**config.mk**
```make
export PLATFORM = sky130hd
export DESIGN_NAME = pixel_window_fetch_flat
export DESIGN_NICKNAME = d
export VERILOG_FILES = /design/src/rtl/img_pkg.sv /design/src/rtl/pixel_window_fetch_if.sv /design/src/rtl/window_addr_gen.sv /design/src/rtl/pixel_window_fetch.sv /design/src/flat_wrapper.sv
export SDC_FILE = /design/constraint.sdc
export NUM_CORES = 1
export LEC_CHECK = 0
export ABC_AREA = 1
export CORE_ASPECT_RATIO = 1.75
export CORE_MARGIN = 4
export CORE_UTILIZATION = 61
export CTS_CLUSTER_DIAMETER = 30
export CTS_CLUSTER_SIZE = 25
export DETAILED_ROUTE_END_ITERATION = 10
export PLACE_DENSITY = 0.88
export SETUP_SLACK_MARGIN = 0.5
export SYNTH_ARGS = -nofsm -noshare
export SYNTH_HDL_FRONTEND = slang
export SYNTH_HIERARCHICAL = 1
export SYNTH_SLANG_ARGS = --single-unit
```
**constraint.sdc**
```tcl
create_clock -name clk -period 11.15 [get_ports clk]
set_clock_uncertainty 0.1 [all_clocks]
set_input_delay 2.7875 -clock clk [delete_from_list [all_inputs] [get_ports clk]]
set_output_delay 2.7875 -clock clk [all_outputs]
set_load 0.05 [all_outputs]
```
**src/rtl/img_pkg.sv**
```systemverilog
`default_nettype none
// ============================================================================
// Package     : img_pkg
// Description : Shared types and constants for the cross-window pixel path
//               (window fetch unit and the execution-stage max comparator).
// Revision    : 1.0 - initial release
// ============================================================================
package img_pkg;

  // Window fetch sequencer states
  typedef enum logic [1:0] {
    IDLE  = 2'd0,
    FETCH = 2'd1,
    LAST  = 2'd2,
    VALID = 2'd3
  } state_t;

  // Read slots, issued in this order
  typedef enum logic [2:0] {
    CENTRE = 3'd0,
    UP     = 3'd1,
    DOWN   = 3'd2,
    LEFT   = 3'd3,
    RIGHT  = 3'd4
  } slot_t;

  localparam int PIXEL_W    = 8;
  localparam int WINDOW_W   = 40;
  localparam int CENTRE_LSB = 32;
  localparam int UP_LSB     = 24;
  localparam int DOWN_LSB   = 16;
  localparam int LEFT_LSB   = 8;
  localparam int RIGHT_LSB  = 0;

  // Bit offset of a slot's byte inside the window bus
  function automatic logic [5:0] slot_lsb(input slot_t s);
    case (s)
      CENTRE:  slot_lsb = 6'(CENTRE_LSB);
      UP:      slot_lsb = 6'(UP_LSB);
      DOWN:    slot_lsb = 6'(DOWN_LSB);
      LEFT:    slot_lsb = 6'(LEFT_LSB);
      default: slot_lsb = 6'(RIGHT_LSB);
    endcase
  endfunction

endpackage
`default_nettype wire

```
**src/rtl/pixel_window_fetch_if.sv**
```systemverilog
`default_nettype none
// ============================================================================
// Interface   : pixel_window_fetch_if
// Description : Request, memory-read and window-output signals of the
//               cross-window fetch unit. master = requester/memory side,
//               slave = fetch unit.
// Revision    : 1.0 - initial release
// ============================================================================
interface pixel_window_fetch_if #(
  parameter int ADDR_W = 32
);
  import img_pkg::*;

  logic                start;
  logic [ADDR_W-1:0]   center_addr;
  logic [15:0]         row;
  logic [15:0]         col;
  logic                mem_rd;
  logic [ADDR_W-1:0]   mem_addr;
  logic [PIXEL_W-1:0]  mem_data;
  logic [WINDOW_W-1:0] window;
  logic                out_valid;
  logic                out_ready;
  logic                busy;

  modport master (
    output start, center_addr, row, col, mem_data, out_ready,
    input  mem_rd, mem_addr, window, out_valid, busy
  );

  modport slave (
    input  start, center_addr, row, col, mem_data, out_ready,
    output mem_rd, mem_addr, window, out_valid, busy
  );

endinterface
`default_nettype wire

```
**src/rtl/window_addr_gen.sv**
```systemverilog
`default_nettype none
// ============================================================================
// Module      : window_addr_gen
// Description : Maps a read slot and the centre pixel position to a byte
//               address and flags neighbours that fall outside the image.
// Revision    : 1.0 - initial release
// ============================================================================
module window_addr_gen
  import img_pkg::*;
#(
  parameter int IMG_W  = 320,
  parameter int IMG_H  = 240,
  parameter int ADDR_W = 32
) (
  input  wire slot_t             i_slot,
  input  wire logic [ADDR_W-1:0] i_center_addr,
  input  wire logic [15:0]       i_row,
  input  wire logic [15:0]       i_col,
  output logic      [ADDR_W-1:0] o_addr,
  output logic                   o_in_range
);

  localparam logic [ADDR_W-1:0] c_stride  = ADDR_W'(IMG_W);
  localparam logic [ADDR_W-1:0] c_one     = ADDR_W'(1);
  localparam logic [15:0]       c_row_max = 16'(IMG_H - 1);
  localparam logic [15:0]       c_col_max = 16'(IMG_W - 1);

  // Neighbour address (wraps modulo 2^ADDR_W) and border check
  always_comb begin
    o_addr     = i_center_addr;
    o_in_range = 1'b1;
    case (i_slot)
      UP: begin
        o_addr     = i_center_addr - c_stride;
        o_in_range = (i_row != 16'd0);
      end
      DOWN: begin
        o_addr     = i_center_addr + c_stride;
        o_in_range = (i_row != c_row_max);
      end
      LEFT: begin
        o_addr     = i_center_addr - c_one;
        o_in_range = (i_col != 16'd0);
      end
      RIGHT: begin
        o_addr     = i_center_addr + c_one;
        o_in_range = (i_col != c_col_max);
      end
      default: begin
        o_addr     = i_center_addr;
        o_in_range = 1'b1;
      end
    endcase
  end

endmodule
`default_nettype wire

```
**src/rtl/pixel_window_fetch.sv**
```systemverilog
`default_nettype none
// ============================================================================
// Module      : pixel_window_fetch
// Description : Fetches the five-pixel cross window around a centre pixel
//               with five fixed-slot byte reads, substituting the centre
//               byte for neighbours beyond the image border.
// Revision    : 1.0 - initial release
// ============================================================================
module pixel_window_fetch
  import img_pkg::*;
#(
  parameter int IMG_W  = 320,
  parameter int IMG_H  = 240,
  parameter int ADDR_W = 32
) (
  input wire logic              clk,
  input wire logic              reset,
  pixel_window_fetch_if.slave   bus
);

  state_t              r_state;
  slot_t               r_slot;
  logic [ADDR_W-1:0]   r_center_addr;
  logic [15:0]         r_row;
  logic [15:0]         r_col;
  logic                r_mem_rd;
  logic [ADDR_W-1:0]   r_mem_addr;
  logic                r_rd_d;
  logic [WINDOW_W-1:0] r_window;
  logic                r_out_valid;
  logic                r_busy;

  slot_t               w_next_slot;
  logic [ADDR_W-1:0]   w_next_addr;
  logic                w_next_in_range;
  slot_t               w_cap_slot;
  logic [5:0]          w_cap_lsb;
  logic [PIXEL_W-1:0]  w_cap_byte;
  logic                w_accept;

  // Address of the slot to be issued on the next cycle
  assign w_next_slot = slot_t'(r_slot + 3'd1);

  window_addr_gen #(
    .IMG_W  (IMG_W),
    .IMG_H  (IMG_H),
    .ADDR_W (ADDR_W)
  ) u_addr_gen (
    .i_slot        (w_next_slot),
    .i_center_addr (r_center_addr),
    .i_row         (r_row),
    .i_col         (r_col),
    .o_addr        (w_next_addr),
    .o_in_range    (w_next_in_range)
  );

  // Data returning this cycle belongs to the slot issued one cycle earlier;
  // a slot that was skipped at the border takes the already-captured centre.
  assign w_cap_slot = (r_state == LAST) ? RIGHT : slot_t'(r_slot - 3'd1);
  assign w_cap_lsb  = slot_lsb(w_cap_slot);
  assign w_cap_byte = r_rd_d ? bus.mem_data : r_window[CENTRE_LSB +: PIXEL_W];

  // New request accepted from IDLE, or from VALID as the window is consumed
  assign w_accept = bus.start &&
                    ((r_state == IDLE) || ((r_state == VALID) && bus.out_ready));

  // Sequencer: issue slots, capture bytes, present and hand off the window
  always_ff @(posedge clk or posedge reset) begin
    if (reset) begin
      r_state       <= IDLE;
      r_slot        <= CENTRE;
      r_center_addr <= '0;
      r_row         <= '0;
      r_col         <= '0;
      r_mem_rd      <= 1'b0;
      r_mem_addr    <= '0;
      r_rd_d        <= 1'b0;
      r_window      <= '0;
      r_out_valid   <= 1'b0;
      r_busy        <= 1'b0;
    end else begin
      r_rd_d <= r_mem_rd;
      if (w_accept) begin
        r_center_addr <= bus.center_addr;
        r_row         <= bus.row;
        r_col         <= bus.col;
        r_slot        <= CENTRE;
        r_mem_rd      <= 1'b1;
        r_mem_addr    <= bus.center_addr;
        r_out_valid   <= 1'b0;
        r_busy        <= 1'b1;
        r_state       <= FETCH;
      end else begin
        case (r_state)
          FETCH: begin
            if (r_slot != CENTRE) begin
              r_window[w_cap_lsb +: PIXEL_W] <= w_cap_byte;
            end
            if (r_slot == RIGHT) begin
              r_mem_rd <= 1'b0;
              r_state  <= LAST;
            end else begin
              r_slot     <= w_next_slot;
              r_mem_rd   <= w_next_in_range;
              r_mem_addr <= w_next_addr;
            end
          end
          LAST: begin
            r_window[w_cap_lsb +: PIXEL_W] <= w_cap_byte;
            r_out_valid <= 1'b1;
            r_state     <= VALID;
          end
          VALID: begin
            if (bus.out_ready) begin
              r_out_valid <= 1'b0;
              r_busy      <= 1'b0;
              r_state     <= IDLE;
            end
          end
          default: begin
            r_state <= IDLE;
          end
        endcase
      end
    end
  end

  assign bus.mem_rd    = r_mem_rd;
  assign bus.mem_addr  = r_mem_addr;
  assign bus.window    = r_window;
  assign bus.out_valid = r_out_valid;
  assign bus.busy      = r_busy;

endmodule
`default_nettype wire

```
**src/flat_wrapper.sv**
```systemverilog
// flat-port wrapper written by rule: the top's interface ports become plain ports
module pixel_window_fetch_flat import img_pkg::*;
#(
  parameter int IMG_W  = 320,
  parameter int IMG_H  = 240,
  parameter int ADDR_W = 32
)
  (clk, reset, bus_start, bus_center_addr, bus_row, bus_col, bus_mem_data, bus_out_ready, bus_mem_rd, bus_mem_addr, bus_window, bus_out_valid, bus_busy);
  pixel_window_fetch_if #(.ADDR_W(ADDR_W)) bus_i ();
  input wire logic clk;
  input wire logic reset;
  input wire logic [$bits(bus_i.start)-1:0] bus_start;
  input wire logic [$bits(bus_i.center_addr)-1:0] bus_center_addr;
  input wire logic [$bits(bus_i.row)-1:0] bus_row;
  input wire logic [$bits(bus_i.col)-1:0] bus_col;
  input wire logic [$bits(bus_i.mem_data)-1:0] bus_mem_data;
  input wire logic [$bits(bus_i.out_ready)-1:0] bus_out_ready;
  output wire logic [$bits(bus_i.mem_rd)-1:0] bus_mem_rd;
  output wire logic [$bits(bus_i.mem_addr)-1:0] bus_mem_addr;
  output wire logic [$bits(bus_i.window)-1:0] bus_window;
  output wire logic [$bits(bus_i.out_valid)-1:0] bus_out_valid;
  output wire logic [$bits(bus_i.busy)-1:0] bus_busy;
  assign bus_i.start = bus_start;
  assign bus_i.center_addr = bus_center_addr;
  assign bus_i.row = bus_row;
  assign bus_i.col = bus_col;
  assign bus_i.mem_data = bus_mem_data;
  assign bus_i.out_ready = bus_out_ready;
  assign bus_mem_rd = bus_i.mem_rd;
  assign bus_mem_addr = bus_i.mem_addr;
  assign bus_window = bus_i.window;
  assign bus_out_valid = bus_i.out_valid;
  assign bus_busy = bus_i.busy;
  pixel_window_fetch #(.IMG_W(IMG_W), .IMG_H(IMG_H), .ADDR_W(ADDR_W)) u_core (.clk(clk), .reset(reset), .bus(bus_i));
endmodule
```
==> metrics.md, run 1 <==
| Metric | Value |
|---|---|
| Clock Tree Root | `clkbuf_16` |
| DP Wirelength | `27100 microns` |
| Max incr delay on CP | `0.60 ns` |
| Top delay family on crit path | `simple AND/OR/NAND/NOR gates` |
| MaxCap Viol Count | `0` |
| Critical path, cell by cell | `clkdlybuf4s50_1 > nand2_1 > nand2_1 > nand2_2 > buf_4 > nand2_2 > nor2_8 > nand2_1 > nand2_1 > nand2_1` |
| Unrepaired setup endpoints after global routing | `false` |
| CP Data Arrival Time | `5.72 ns` |
| Synth unique cells | `49` |
| Detailed-route via count | `11700` |
| CTS tree | `done` |
| Status | `completed` |
| Chip Height | `187 microns` |
| Relative slew slack | `0.325` |
| Levels on crit path | `10` |
| Total die area | `20600 sq um` |
| Worst-Margin Slew | `1.01 ns` |
| Setup-failing EPs final | `0` |
| TritonCTS buffer count | `17` |
| FF+latch count, synth | `145` |
| Mapped Avg Cell Area | `6.51 sq um` |
| CTS Buffer Depth | `2` |
| Chip Width | `110 microns` |
| Setup CP Type | `in -> reg` |
| RR Endpoint | `u_core/bus.mem_addr[29]` |
| Hold WC Path Type | `reg -> reg` |
| HP Start | `u_core/bus.mem_rd` |
| R2R cell count | `17` |
| Initial antenna violation count | `0` |
| H-tree depth | `4` |
| Synthesized net count | `1863` |
| Register area share after synthesis | `0.325` |
| # hold bufs at CTS | `0` |
| Grt ovf | `0` |
| Total Routing Usage GR | `0.352` |
| Clk Latency, worst-skew pair | `0.43 ns` |
| Initial DRC count | `912` |
| Initial Util | `0.620` |
| Post-synthesis async set-or-reset flop share | `1.00` |
| Post-route minimum period | `5.51 ns` |
| Syn Inst Count | `1714` |
| Yosys warns | `6` |
| CP endpoint kind | `register` |
| Post-layout net count | `2003` |
| Worst Path Buf+Inv | `2` |
| Post-CTS sizing | `0` |
| Gpl congestion | `0.964` |
| Max-slew violation count | `0` |
| # Post-CTS Setup Buffers | `0` |
| Hold Fails Final Rpt | `0` |
| Clock sink count | `145` |
| Largest net degree at the start of global routing | `97` |
| First-pass GRT wire length | `56500 microns` |
| # diodes | `0` |
| P&R area growth vs syn | `19.6%` |
| Crit share post-route | `0.494` |
| Startpoint types | `primary input` |
| Ys flop type | `dfrtp_1` |
| Crit-path most repeated cell | `nand2_1` |
| Post-synth EDFFs | `0` |
| Post-DRT Antenna Nets | `0` |
| Worst EP required | `11.36 ns` |
| R2R setup slack | `6.74 ns` |
| Worst R2R Start | `u_core/r_slot[0]` |
| IO Count | `151` |
| Slowest-stage cell, CP | `buf_4` |
| # rows | `65` |
| Routed vias/inst | `5.56` |
| Worst-path fanout max | `57` |
| Core area | `18000 sq um` |
| Mapped Area | `11200 sq um` |
| Layout cell share with drive strength beyond 1 | `0.0643` |
| Hold Path Depth | `0` |
| DR pass1 iterations | `5` |
| Hold path endpoint | `u_core/r_rd_d` |
| Total Wirelength | `34900 microns` |
| Routed len/inst | `16.6 microns` |
| Top achievable clock speed | `181 MHz` |
| Drt drc | `0` |
| Worst-path clk slew | `0.06 ns` |
| Port-buffer cells | `150` |
| Vias in the first global route | `11800` |
| Setup_tns | `0 ns` |
through the flow:
| step | hold WS [ns] | utilization | worst slack [ns] | std cells | instance area, sq um |
|---|---|---|---|---|---|
| 6_report | 0.320 | 0.742 | 5.64 | 2100 | 13300 |
| 5_1_grt | 0.343 | 0.742 | 5.32 | 2100 | 13300 |
| 4_1_cts | 0.324 | 0.742 | 5.66 | 2100 | 13300 |
| 3_5_place_dp | 0.294 | 0.710 | 5.24 | 2069 | 12800 |
| 3_3_place_gp | 0.290 | 0.710 | 5.37 | 2069 | 12800 |
| 2_1_floorplan | 0.349 | - | 4.37 | 1714 | 11200 |
synthesized netlist by cell type (5+ instances only):
cell,count,area [sq um]
xnor2_1,5,43.8
nor2_2,18,113
ha_1,71,888
buf_2,17,85.1
nand2_2,22,138
nand3_2,6,60.1
clkbuf_1,5,18.8
o21ai_0,46,230
buf_6,7,78.8
and2_1,9,56.3
nor2_1,84,315
inv_2,14,52.6
and2b_1,5,37.5
nand4_1,14,87.6
a21oi_1,40,200
inv_1,211,792
nand2_1,742,2790
nor4_1,7,43.8
buf_4,5,37.5
a31oi_1,9,56.3
nand3_1,162,811
dfrtp_1,145,3630
or2_2,6,37.5
layer usage:
layer | global-route usage | up-vias | share of wire
li1 | - | 5651 | -
met1 | 0.373 | 5323 | 0.34
met2 | 0.601 | 521 | 0.51
met3 | 0.0515 | 185 | 0.066
met4 | 0.284 | 0 | 0.092
met5 | 0 | - | 0
cells by family (layout without fill, tap and decap cells):
group                      count (synthesis)  count (layout)  synth area share
xor gates and xnor gates                   8               8           0.00628
AOI/OAI and AO/OA                        116             116            0.0569
buffers and inverters                    260             412            0.0958
muxes                                      2               2           0.00202
and+or+nand+nor                         1110            1110             0.430
adders and majority gates                 73              73            0.0832
DFF                                      145             145             0.325
flip-flops by register name (all words and copies together) (netlist names):
signal / flops
u_core/r_row: 16
u_core/r_slot: 3
u_core/bus.mem_rd: 1
u_core/r_state: 2
u_core/bus.out_valid: 1
u_core/bus.mem_addr: 32
u_core/r_rd_d: 1
u_core/r_col: 16
u_core/bus.window: 40
u_core/r_center_addr: 32
u_core/bus.busy: 1
cell type report:
cell class,instances,area (sq um)
Sequential cell,145,3630
Clock buffer,17,425
Inverter,226,853
Clock inverter,14,148
Timing Repair Buffer,155,1540
Multi-Input combinational cell,1309,6450
Fill cell,1489,4630
Tap cell,234,293
worst max path at each step:
| stage | from | to | slack, ns |
|---|---|---|---|
| floorplan | reset | u_core/bus.busy | 4.37 |
| global placement | bus_out_ready | u_core/bus.window[18] | 5.37 |
| detailed placement | bus_out_ready | u_core/bus.window[0] | 5.24 |
| CTS | bus_out_ready | u_core/bus.window[18] | 5.66 |
| global route | bus_out_ready | u_core/bus.window[18] | 5.32 |
| finish | bus_out_ready | u_core/bus.window[22] | 5.64 |
placed cells by master (no fill, tap or decap), types with 7 or more instances in the layout:
cell             count
inv_2               14
nand2_1            742
a21oi_1             40
inv_1              210
nor2_1              84
clkdlybuf4s50_1    150
nor2_2              18
and2_1               9
nor4_1               7
o21ai_0             46
nand2_2             22
a31oi_1              9
clkbuf_16           17
nand4_1             14
dfrtp_1            145
ha_1                71
nand3_1            162
Power of run 1 is not shown: default switching activity piles up to over one toggle a cycle in this logic, so the estimate is an artifact.
==> inputs of run 2 (changes only) <==
- CORE_UTILIZATION: 61 -> 57
- PLACE_DENSITY: 0.88 -> 0.83
- clock period: 11.15 -> 5.4 ns (I/O delays scaled with it)
==> run 2 against run 1 <==
Cell area increased by 0.28%; register-to-register slack got worse by 5.5 ns; utilization decreased by 4.5 points; non-clock buffer count increased by 1; first-iteration DRC count increased by 2.7%; count of clock-buffer cells in the layout increased by 1; global-route usage decreased by 2.6 points; sequential share of layout area decreased by 0.076 points; worst setup slack got worse by 4.4 ns; via count decreased by 2.0%; highest routed layer unchanged.
==> metrics.md, run 2 (synthesis results as in run 1) <==
| Metric | Value |
|---|---|
| Status | `completed` |
| Chip Width | `114 microns (+3.2%)` |
| MaxCap Viol Count | `0 (unchanged)` |
| Grt ovf | `0 (unchanged)` |
| Routed vias/inst | `5.42 (-2.5%)` |
| Vias in the first global route | `11300 (-4.5%)` |
| Final cell count without fillers | `2109 (+0.43%)` |
| Worst-path fanout max | `42 (-26%)` |
| Crit-path most repeated cell | `nand2_1` |
| Largest net degree at the start of global routing | `99 (+2.1%)` |
| Startpoint types | `register` |
| # rows | `67 (+3.1%)` |
| # diodes | `0 (unchanged)` |
| Gpl congestion | `0.985 (+2.2%)` |
| Critical path, cell by cell | `inv_1 > ha_1 > nor2_1 > nand2_2 > fa_1 > nand3_1 > nand3_2 > nand2_1 > nand2_1 > nand2_1 > nand2_1 > o21ai_0 > nand3_1 > o21ai_0 > o21ai_1 > o21ai_0 > inv_1` |
| H-tree depth | `4 (unchanged)` |
| R2R setup slack | `1.26 ns (-5.48 ns)` |
| Chip Height | `193 microns (+3.3%)` |
| Total Routing Usage GR | `0.326 (-0.0263)` |
| Initial Util | `0.581 (-0.0396)` |
| Drt drc | `0 (unchanged)` |
| Post-route minimum period | `4.14 ns` |
| # Post-CTS Setup Buffers | `0 (unchanged)` |
| Setup_tns | `0 ns (unchanged)` |
| Final core utilization | `0.697 (-0.0454)` |
| Hold path endpoint | `u_core/bus.window[5]` |
| CTS tree | `done` |
| Crit share post-route | `0.767` |
| Setup CP Type | `reg -> reg` |
| Slowest-stage cell, CP | `fa_1` |
| Port-buffer cells | `150 (unchanged)` |
| DP Wirelength | `27700 microns (+2.2%)` |
| Relative slew slack | `0.305 (-0.0201)` |
| FILL cells | `1743 (+17%)` |
| Setup-failing EPs final | `0 (unchanged)` |
| Total Wirelength | `35700 microns (+2.3%)` |
| Most frequent cells in the layout | `nand2_1, inv_1, nand3_1` |
| CP Data Arrival Time | `4.35 ns (-1.37 ns)` |
| Worst-path clk slew | `0.06 ns (about the same)` |
| Post-CTS sizing | `0 (unchanged)` |
| Worst Path Buf+Inv | `2 (unchanged)` |
| Hold Fails Final Rpt | `0 (unchanged)` |
| Worst EP required | `5.61 ns (-5.75 ns)` |
| DR pass1 iterations | `7 (+2)` |
| Unrepaired setup endpoints after global routing | `false` |
| Commonest non-fill, non-tap cell in the layout | `nand2_1` |
| IO Count | `151 (unchanged)` |
| Total die area | `22000 sq um (+6.6%)` |
| Setup WS pre-CTS | `1.35 ns (-3.89 ns)` |
| Hold WC Path Type | `reg -> reg` |
| Largest register FFs | `40 (unchanged)` |
| CTS Buffer Depth | `2 (unchanged)` |
| Top delay family on crit path | `simple AND/OR/NAND/NOR gates` |
| P&R area growth vs syn | `20.0%` |
| First-pass GRT wire length | `55800 microns (-1.4%)` |
| Max-slew violation count | `0 (unchanged)` |
| Clock sink count | `145 (unchanged)` |
| Initial DRC count | `937 (+2.7%)` |
| Detailed-route via count | `11400 (-2.0%)` |
| Placed cells | `2077 (+0.39%)` |
| Multi-input logic area | `6450 sq um (unchanged)` |
| HP Start | `u_core/bus.window[5]` |
| Post-DRT Antenna Nets | `0 (unchanged)` |
| CP endpoint kind | `register` |
| Clk Latency, worst-skew pair | `0.43 ns (about the same)` |
| Layout cell share with drive strength beyond 1 | `0.0653 (+0.00100)` |
| Post-layout net count | `2004 (+0.050%)` |
| Worst R2R Start | `u_core/r_slot[0]` |
| RR Endpoint | `u_core/bus.mem_addr[16]` |
| Hold Path Depth | `2 (+2)` |
| # hold bufs at CTS | `0 (unchanged)` |
| TritonCTS buffer count | `17 (unchanged)` |
| Core area | `19200 sq um (+6.8%)` |
| Routed len/inst | `16.9 microns (+1.8%)` |
| Max incr delay on CP | `0.71 ns (+0.11 ns)` |
| Worst-Margin Slew | `1.04 ns (+0.0316 ns)` |
| Initial antenna violation count | `0 (unchanged)` |
| Worst setup margin | `1.26 ns (-4.38 ns)` |
| R2R cell count | `17 (unchanged)` |
| Top achievable clock speed | `242 MHz` |
| FF/Latch Area | `3630 sq um (unchanged)` |
| Clock Tree Root | `clkbuf_16` |
==> run 2: per-stage QoR <==
step	instance area, sq um	hold WS [ns]
finish	13400	0.370
global route	13400	0.395
CTS	13400	0.374
detailed placement	12800	0.358
global placement	12800	0.353
floorplan	11200	0.349
==> run 2: how the worst max path moves through the flow <==
| stage | endpoint | startpoint | slack (ns) | cells after the start |
|---|---|---|---|---|
| final | u_core/bus.mem_addr[16] | u_core/r_slot[0] | 1.26 | 17 |
| after global routing | u_core/bus.mem_addr[17] | u_core/r_slot[0] | 0.97 | 18 |
| after CTS | u_core/bus.mem_addr[24] | u_core/r_slot[0] | 1.33 | 20 |
| after detailed placement | u_core/bus.mem_addr[24] | u_core/r_slot[0] | 1.35 | 20 |
| after global placement | u_core/bus.mem_addr[16] | u_core/r_slot[0] | 1.45 | 17 |
| after floorplan | u_core/bus.busy | reset | 2.13 | 1 |
==> run 2: worst reg2reg max path, stage by stage, from the launching register on <==
cell and delay [ns]:
dfrtp_1 0.41, inv_1 0.22, ha_1 0.37, nor2_1 0.15, nand2_2 0.58, fa_1 0.73
nand3_1 0.12, nand3_2 0.16, nand2_1 0.10, nand2_1 0.10, nand2_1 0.08, nand2_1 0.07
o21ai_0 0.32, nand3_1 0.11, o21ai_0 0.17, o21ai_1 0.09, o21ai_0 0.08, inv_1 0.07
==> run 2: routing by layer <==
layer | part of all wire | track usage
met5 | 0 | 0
met3 | 0.047 | 0.0325
met2 | 0.54 | 0.618
met4 | 0.058 | 0.183
met1 | 0.36 | 0.347
==> run 2: final cells by class <==
| class | count | area share |
|---|---|---|
| inverter | 226 | 0.0637 |
| clock inverter | 14 | 0.0108 |
| tap | 241 | 0.0225 |
| clock buffer | 18 | 0.0328 |
| multi-input combinational | 1309 | 0.482 |
| sequential | 145 | 0.271 |
| timing repair buffer | 156 | 0.117 |
Power of run 2 is left out for the same reason.
